--- src/rtl/ask4_symbol_source.sv ---
// 4-ASK test-signal source: PRBS-driven Gray-mapped symbols or impulse/step/zero patterns,
// zero-stuffed (or held) up to the sample rate, as signed 1s17 samples.
`timescale 1ns/1ps

module ask4_symbol_source #(
  parameter int          LEVEL_HI   = 98304,
  parameter int          LEVEL_LO   = 32768,
  parameter logic [14:0] LFSR_SEED  = 15'h0001,
  parameter bit          ZERO_STUFF = 1'b1
) (
  input  logic               sys_clk,
  input  logic               reset,
  input  logic               sam_clk_en,
  input  logic               sym_clk_en,
  input  logic [1:0]         mode,
  output logic signed [17:0] x_out,
  output logic [1:0]         sym_out,
  output logic               sym_strobe,
  output logic               align_err
);

  localparam logic [1:0] MODE_PRBS    = 2'd0;
  localparam logic [1:0] MODE_IMPULSE = 2'd1;
  localparam logic [1:0] MODE_STEP    = 2'd2;
  localparam logic [1:0] MODE_ZERO    = 2'd3;

  localparam logic signed [17:0] POS_HI = 18'(LEVEL_HI);
  localparam logic signed [17:0] POS_LO = 18'(LEVEL_LO);
  localparam logic signed [17:0] NEG_HI = -POS_HI;
  localparam logic signed [17:0] NEG_LO = -POS_LO;

  typedef enum logic {IDLE, FIRED} state_t;

  state_t             state_q, state_d;
  logic [14:0]        lfsr_q, lfsr_d;
  logic [1:0]         mode_q, mode_d;
  logic signed [17:0] x_d;
  logic [1:0]         sym_d;
  logic               strobe_d;
  logic               align_d;
  logic               sym_event;
  logic               sample_only;
  logic [1:0]         prbs_bits;
  logic [14:0]        lfsr_adv;

  assign sym_event   = sam_clk_en & sym_clk_en;
  assign sample_only = sam_clk_en & ~sym_clk_en;

  // Two Fibonacci steps at once: b1 is the first shifted-out bit, b0 the second.
  assign prbs_bits = lfsr_q[14:13];
  assign lfsr_adv  = {lfsr_q[12:0], lfsr_q[14] ^ lfsr_q[13], lfsr_q[13] ^ lfsr_q[12]};

  function automatic logic signed [17:0] gray_level(input logic [1:0] bits);
    case (bits)
      2'b00:   gray_level = NEG_HI;
      2'b01:   gray_level = NEG_LO;
      2'b11:   gray_level = POS_LO;
      default: gray_level = POS_HI;
    endcase
  endfunction

  always_comb begin
    state_d  = state_q;
    lfsr_d   = lfsr_q;
    mode_d   = mode_q;
    x_d      = x_out;
    sym_d    = sym_out;
    strobe_d = 1'b0;
    align_d  = align_err | (sym_clk_en & ~sam_clk_en);

    if (sym_event) begin
      mode_d   = mode;
      lfsr_d   = lfsr_adv;
      strobe_d = 1'b1;
      case (mode_d)
        MODE_PRBS: begin
          x_d   = gray_level(prbs_bits);
          sym_d = prbs_bits;
        end
        MODE_IMPULSE: begin
          x_d = '0;
          if (state_q == IDLE) begin
            state_d = FIRED;
            x_d     = POS_HI;
          end
        end
        MODE_STEP: x_d = POS_HI;
        MODE_ZERO: x_d = '0;
        default:   x_d = '0;
      endcase
      // Leaving impulse mode re-arms the single-shot pulse.
      if (mode_d != MODE_IMPULSE) state_d = IDLE;
    end else if (sample_only) begin
      if (ZERO_STUFF) x_d = '0;
    end
  end

  always_ff @(posedge sys_clk or negedge reset) begin
    if (!reset) begin
      state_q    <= IDLE;
      lfsr_q     <= LFSR_SEED;
      mode_q     <= MODE_ZERO;
      x_out      <= '0;
      sym_out    <= 2'b00;
      sym_strobe <= 1'b0;
      align_err  <= 1'b0;
    end else begin
      state_q    <= state_d;
      lfsr_q     <= lfsr_d;
      mode_q     <= mode_d;
      x_out      <= x_d;
      sym_out    <= sym_d;
      sym_strobe <= strobe_d;
      align_err  <= align_d;
    end
  end

endmodule

--- config.mk ---
export PLATFORM = sky130hd
export DESIGN_NAME = ask4_symbol_source
export DESIGN_NICKNAME = d
export VERILOG_FILES = /design/src/rtl/ask4_symbol_source.sv
export SDC_FILE = /design/constraint.sdc
export NUM_CORES = 1
export LEC_CHECK = 0
export BUFFER_PORTS_ARGS = -buffer_cell sky130_fd_sc_hd__buf_2
export CAP_MARGIN = 20
export CORE_MARGIN = 3
export CORE_UTILIZATION = 55
export CTS_CLUSTER_DIAMETER = 150
export DETAILED_ROUTE_END_ITERATION = 12
export MAX_ROUTING_LAYER = met4
export PLACE_DENSITY_LB_ADDON = 0.05
export SKIP_LAST_GASP = 1
export SYNTH_ARGS = -nofsm -noshare
export SYNTH_HDL_FRONTEND = slang
export SYNTH_SLANG_ARGS = --single-unit
--- constraint.sdc ---
create_clock -name sys_clk -period 2.5 [get_ports sys_clk]
set_input_delay 0.5 -clock sys_clk [delete_from_list [all_inputs] [get_ports sys_clk]]
set_output_delay 0.5 -clock sys_clk [all_outputs]
set_load 0.02 [all_outputs]
After elaboration in Yosys (flattened, before gate mapping) --
Cells that the tools add are included.
Storage, ports and cells: register bits after elaboration 38, input bits 6, bits in read-only memories 0, latch bits 0, RAM bits 0, memories 0, logic and storage cells 34, output and inout port bits 22
Operators by class: div/mod/pow operators 0, shifts and indexed selects 0, reductions and logical operators 6, multiply operators 0, $add $sub $neg 0, eq/ne operators 6, order comparisons 0, bitwise logic cells 8, muxes and demuxes 8
Operators with widths (number):
- case mux 18 bit (4 select lines) | 1
- case mux 18 bit (3 select lines) | 1
- two-way mux 18 bit | 2
- two-way mux 17 bit | 1
- equality test 2 bit, second input constant | 3
- equality test 2 x 1 -> 1 bit, second input constant | 2
- logical NOT 2 bit | 2
- AND reduction 2 bit | 2
- nonzero test 2 bit | 2
- AND 1 bit | 3
- two-way mux 1 bit | 3
- != test 2 x 1 -> 1 bit, second input constant | 1
- NOT 1 bit | 2
- bitwise XOR 1 bit | 2
- bitwise OR 1 bit | 1

Depth between registers and ports, before layout --
Gate-level depths: netlist of the first run.
word-level depth 4, depth in mapped cells 4, mapped depth without buffers 4

Worst setup path before layout of the first run --
OpenSTA, ideal clock, no wires.
path type input-to-reg, from input port mode[1], to register sym_out[0], cell stages on the path 2, slack 1.251 ns, arrival time 1.124 ns, setup time 0.125 ns, buffers on the path 0, data required time 2.375 ns, path through and4bb_2 mux2_2
On the way: word-level cells in the longest chain between the ends 2
Ends and longest elaborated chain:
- from (decl) | line 15 | input logic [1:0] mode,
- logical NOT 2 bit | line 75 | case (mode_d)
- AND reduction 2 bit (no line)
- to (signal assigned) | line 112 | sym_out <= sym_d;
- to (decl) | line 17 | output logic [1:0] sym_out,
Every way passes these cells. A chain may end at the register's enable or synchronous reset.

Worst setup path after layout of the first run --
from register sym_out[1], to output port sym_out[1]
No word-level cell between the ends.

==> results of run 1 <==
==> cells by family (layout without fill, tap and decap cells) <==
family          count (synthesis)  count (layout)  synth area share (%)
compound gates                  6               6                 4.562
fa+ha+maj                       3               3                 3.421
xor+xnor                        1               1                0.7983
other cells                     1              15                0.3417
simple gates                    5               5                 3.763
buf+inv                        22              22                 13.34
mux                            18              18                 21.21
flops                          23              23                 52.57
==> worst max path at each step <==
stage / endpoint / cells after the start / from
after CTS: sym_out[1] / 1 / sym_out[1]
after global placement: sym_out[1] / 3 / mode[1]
after floorplan: sym_out[0] / 2 / mode[1]
final: sym_out[1] / 1 / sym_out[1]
after global routing: sym_out[1] / 1 / sym_out[1]
after detailed placement: sym_out[1] / 3 / mode[1]
==> metal layers <==
metal | up-vias | routed length, um | track usage [%]
met5 | - | 0 | -
met4 | 0 | 40 | 8.072
met3 | 4 | 93 | 3.561
met2 | 21 | 643 | 21.52
met1 | 280 | 710 | 19.77
li1 | 264 | - | -
==> cell usage in the layout, fill, tap and decap left out, drive strengths merged <==
cell    synthesis  layout
a21o            1       1
inv             6       6
dfrtp          22      22
clkbuf          0       4
o32ai           1       1
o31ai           1       1
xor2            1       1
buf            16      12
nand2           1       1
and4bb          1       1
conb            1      15
ha              3       3
nand2b          1       1
nor3            1       1
nor2b           1       1
mux2           18      18
a22o            1       1
dfstp           1       1
o21ba           1       1
o21a            1       1
==> flip-flops by register name, summed over array words and instances (netlist names) <==
signal and count:
sym_out 2, state_q 1, x_out 3, lfsr_q 15, sym_strobe 1, align_err 1
==> power groups by stage <==
stage	combinational (uW)	clock [uW]	sequential, uW
floorplan	60.4	0	395
global placement	68.5	0	389
detailed placement	69.4	0	389
CTS	69.7	173	382
global route	75.8	189	383
finish	68.7	167	382
==> per-stage QoR <==
step / total power, uW / utilization (%) / worst slack [ps]
2_1_floorplan: 455.7 / - / 1251
3_3_place_gp: 457.4 / 62.01 / 1104
3_5_place_dp: 458.6 / 62.01 / 1089
4_1_cts: 624.7 / 63.47 / 1109
5_1_grt: 647.9 / 63.47 / 1083
6_report: 617.8 / 63.47 / 1125
==> area by class of cell <==
| type | count | share of cell area (%) |
|---|---|---|
| Inverter | 6 | 1.969 |
| Clock buffer | 4 | 2.298 |
| Timing Repair Buffer | 12 | 5.252 |
| Sequential cell | 23 | 50.44 |
| Multi-Input combinational cell | 48 | 37.31 |
| Tap cell | 25 | 2.735 |
==> flow_metrics.py, run 1 <==
metrics = {
    "route": {
        "routed_wl_um": 1487,
        "drtAntennaViolNets": 0,
        "via_per_inst": 4.822,
        "drt-initial-drc-count": 5,
        "drtPass1Iterations": 3,
        "drc": 0,
        "wl_per_cell_um": 12.60,
        "num_vias": 569,
    },
    "pwr": {
        "p_switching_uw": 157.9,
        "power.density_mw_per_mm2": 540.3,
        "swShare_pct": 25.56,
        "ir_drop_uv": 409.5,
        "combPwrFrac_pct": 11.1,
        "intPower_uw": 459.9,
        "seqPwrFrac_pct": 61.8,
        "total_leakage_power_uw": 0.0006308,
        "clockPowerShare_pct": 27.0,
    },
    "setup_path": {
        "worstReg2RegStart": "lfsr_q[13]",
        "r2r-end": "x_out[16]",
        "cp-start-kind": "flip-flop",
        "cp.arrival_ps": 870,
        "path_cells": "buf_2",
        "reg2reg_setup_slack_ps": 1260,
        "crit_type": "flip-flop to output pin",
        "path_buf_inv": 1,
        "cp_top_family": "flip-flops",
        "critPathMaxFanout": 2,
        "worst_path_max_delay_cell": "dfrtp_1",
        "r2r_cells": 4,
        "endpoint_kind": "output pin",
        "slowest_delay_ps": 410,
        "worstPathRequired_ps": 2000,
    },
    "timing": {
        "setup_viol": 0,
        "rsz0062_at_grt": "false",
        "fin_skew_ps": 1.667,
        "layout_min_cycle_time_ps": 1375,
        "slew_viol_final": 0,
        "holdWs_ps": 135.9,
        "setup_tns_ps": 0,
        "fmax_mhz": 727.4,
        "hold_viol": 0,
        "period_share_pct": 54.99,
    },
    "floorplanning": {
        "fp.dieH_um": 50.67,
        "die_w_um": 50.67,
        "ioPinCount": 28,
        "dieArea_sq_mm": 0.002567,
        "fp-row-count": 15,
        "core_sq_mm": 0.001802,
        "start_util_pct": 60.90,
    },
    "clocking": {
        "htree_levels": 1,
        "clk_latency_ps": 300,
        "clk_pin_slew_ps": 120,
        "clk_path_buf_depth": 2,
        "cts-buffers-inserted": 3,
        "clk_root_buffer_cell": "clkbuf_4",
        "cts_hold_buf": 0,
        "cts.repair.resized": 0,
        "clock-sinks": 23,
        "cts_setup_buffers": 0,
        "cts_tree": "yes",
    },
    "final_layout": {
        "multiInputGateArea_sq_um": 426.7,
        "diodes": 0,
        "area_growth_pct": 4.219,
        "regArea_sq_um": 576.8,
        "fin_nets": 103,
        "n_fill_cell": 149,
        "final_area_sq_mm": 0.001144,
        "finalNonFillerCells": 118,
        "drive_gt1_share_pct": 39.78,
    },
    "placement": {
        "placed_cell_area_sq_mm": 0.001117,
        "dpl.hpwl_um": 1065,
        "port-buffer-count": 12,
        "gp_congestion": 0.7237,
        "placed_cells": 114,
    },
    "logic_synthesis": {
        "syn_avg_cell_area_sq_um": 13.89,
        "ys.warnings.count": 0,
        "async_flop_share_pct": 100.0,
        "netlist.area_leader.share_pct": 50.17,
        "synth_seq_area_share_pct": 52.57,
        "synth-edff-count": 0,
        "ys_top_cells_by_count": "22 x dfrtp_1, 15 x buf_4, 10 x mux2_2, 8 x mux2_4, 6 x inv_1",
        "synthDistinctLibCells": 21,
        "ys_seq_elements": 23,
        "synth.most_common_cell": "dfrtp_1",
        "synthFlopType": "dfrtp_1",
        "synth_cells": 79,
        "synth_area_leader_cell": "dfrtp_1",
        "netlist_area_sq_mm": 0.001097,
        "synth.area.top_cells": "dfrtp_1 50%, mux2_4 11%, buf_4 10%",
    },
    "grt": {
        "gr-total-overflow": 0,
        "grt_pass1_vias": 578,
        "grt_max_degree": 24,
        "gr-usage-all-layers_pct": 15.04,
        "grt_pass1_wl_um": 2739,
        "antenna_found_initial": 0,
    },
    "job": {
        "maxCapViolCount": 0,
    },
    "status": {
        "status": "completed",
    },
    "hold_path": {
        "min_path_type": "input pin to asynchronous set/reset pin",
    },
}
Power figures use the tool's default switching activity.
==> run 2, diff against run 1 <==
--- a/config.mk
+++ b/config.mk
@@ -8,7 +8,7 @@
 export BUFFER_PORTS_ARGS = -buffer_cell sky130_fd_sc_hd__buf_2
 export CAP_MARGIN = 20
 export CORE_MARGIN = 3
-export CORE_UTILIZATION = 55
+export CORE_UTILIZATION = 51
 export CTS_CLUSTER_DIAMETER = 150
 export DETAILED_ROUTE_END_ITERATION = 12
 export MAX_ROUTING_LAYER = met4
==> constraint.sdc (replaced) <==
create_clock -name sys_clk -period 1.3 [get_ports sys_clk]
set_input_delay 0.26 -clock sys_clk [delete_from_list [all_inputs] [get_ports sys_clk]]
set_output_delay 0.26 -clock sys_clk [all_outputs]
set_load 0.02 [all_outputs]
==> run 2 against run 1 <==
Sequential power up 92%; core utilization down 4.8 points; cell count up 4.2%; critical path type is now flip-flop to flip-flop; largest cell class unchanged; highest routed layer unchanged.
==> flow_metrics.py, run 2 (synthesized netlist as in run 1, its figures left out) <==
metrics = {
    "clocking": {
        "clock-sinks": 23,
        "clk_latency_ps": 310,
        "htree_levels": 1,
        "clk_path_buf_depth": 2,
        "clk_root_buffer_cell": "clkbuf_4",
        "cts_tree": "yes",
        "cts-buffers-inserted": 3,
        "clk_pin_slew_ps": 130,
    },
    "final_layout": {
        "largest_reg_flops": 15,
        "finalNonFillerCells": 123,
        "final_common_cell": "dfrtp_1",
        "drive_gt1_share_pct": 41.67,
        "fin_nets": 106,
        "n_fill_cell": 183,
        "largest_register": "lfsr_q",
        "final_util_pct": 58.69,
        "area_growth_pct": 7.070,
        "layout_common_cells": "22 x dfrtp_1, 15 x conb_1, 12 x buf_2",
        "top_regs": "lfsr_q (15), x_out (3), sym_out (2)",
        "final_area_sq_mm": 0.001175,
        "diodes": 0,
    },
    "timing": {
        "fin_skew_ps": 8.394,
        "layout_min_cycle_time_ps": 1203,
        "hold_viol": 0,
        "slew_viol_final": 0,
        "fmax_mhz": 831.4,
        "postLayoutSetupSlackWorst_ps": 97.16,
        "holdWs_ps": 191.3,
        "period_share_pct": 92.53,
        "setup_viol": 0,
    },
    "route": {
        "wl_per_cell_um": 12.11,
        "routed_wl_um": 1489,
        "drtAntennaViolNets": 0,
        "drtPass1Iterations": 4,
        "drt-initial-drc-count": 1,
        "drc": 0,
        "num_vias": 561,
        "via_per_inst": 4.561,
    },
    "floorplanning": {
        "ioPinCount": 28,
        "start_util_pct": 54.81,
        "core_sq_mm": 0.002002,
        "fp.dieH_um": 52.39,
        "dieArea_sq_mm": 0.002744,
        "fp-row-count": 16,
        "die_w_um": 52.39,
    },
    "placement": {
        "gp_congestion": 0.6603,
        "dp_slack_ps": 105.8,
        "port-buffer-count": 12,
        "dpl.hpwl_um": 1066,
        "placed_cells": 117,
        "placed_cell_area_sq_mm": 0.001127,
    },
    "status": {
        "status": "completed",
    },
    "setup_path": {
        "cp-start-kind": "flip-flop",
        "r2r-end": "x_out[16]",
        "slowest_delay_ps": 410,
        "worstPathRequired_ps": 1510,
        "startpoint": "lfsr_q[13]",
        "r2r_cells": 4,
        "path_buf_inv": 1,
        "path_cells": "inv_1 -> ha_1 -> nor3_1 -> o32ai_1",
        "cp.arrival_ps": 1410,
        "worstReg2RegStart": "lfsr_q[13]",
        "endpoint_kind": "flip-flop",
        "critPathMaxFanout": 4,
        "reg2reg_setup_slack_ps": 100,
        "cp_top_family": "flip-flops",
        "worst_path_max_delay_cell": "dfrtp_1",
        "crit_type": "flip-flop to flip-flop",
    },
    "grt": {
        "grt_pass1_wl_um": 2559,
        "gr-usage-all-layers_pct": 13.73,
        "antenna_found_initial": 0,
        "grt_max_degree": 24,
        "gr-total-overflow": 0,
        "grt_pass1_vias": 548,
    },
    "pwr": {
        "total_leakage_power_uw": 0.0006448,
        "power.density_mw_per_mm2": 1025,
        "ir_drop_uv": 629.2,
    },
    "job": {
        "maxCapViolCount": 0,
    },
    "hold_path": {
        "holdPathEnd": "x_out[16]",
        "whs_path_depth": 2,
        "min_path_type": "input pin to flip-flop",
        "holdCritStartpoint": "sam_clk_en",
    },
}
[run 2: cell types whose count changed in the layout (fill, tap and decap cells not counted)]
cell | before | now
buf_4 | 0 | 2
clkbuf_1 | 1 | 0
clkinvlp_4 | 0 | 1
dlygate4sd3_1 | 0 | 1
[run 2: report_power, final]
part           leakage (uW)  internal (uW)  switching (uW)  total (uW)
clock network     0.0000139            117             219         336
logic              0.000323           38.3            95.1         133
registers          0.000308            729            6.19         735
[run 2: timing repair]
action                                  4_1_cts  5_1_grt
endpoints found under the setup margin        0        1
buffers inserted                              0        1
resized for setup                             0        0
endpoints found under the hold margin        22        0
hold buffers                                  1        0
[run 2: through the flow]
| step | TNS (ps) | total power (uW) |
|---|---|---|
| global route | -5.903 | 1269 |
| global placement | 0 | 879.9 |
| floorplan | 0 | 876.4 |
| finish | 0 | 1205 |
| detailed placement | 0 | 881.3 |
| CTS | 0 | 1225 |
[run 2: worst max-delay path by stage]
stage                            to  slack [ps]  cells past startpoint
after detailed placement  x_out[16]         110                      4
final                     x_out[16]         100                      4
after floorplan           lfsr_q[1]         190                      3
after global placement    x_out[16]         130                      4
after CTS                 x_out[16]          80                      4
after global routing      x_out[16]          -6                      4
[run 2: routing by layer]
layer  GRT usage (%)  up-vias  routed length, um
met1           17.37      274                688
li1                -      268                  -
met3           3.419        4                 74
met5               -        -                  0
met4           10.21        0                 40
met2           18.80       15                686
[run 2: cell type report]
cell class,count,area (sq um),share of cell area [%]
Clock inverter,1,7.507,0.6390
Clock buffer,3,22.52,1.917
Timing Repair Buffer,15,85.08,7.242
Inverter,6,22.52,1.917
Sequential cell,23,576.8,49.09
Tap cell,27,33.78,2.875
Multi-Input combinational cell,48,426.7,36.32
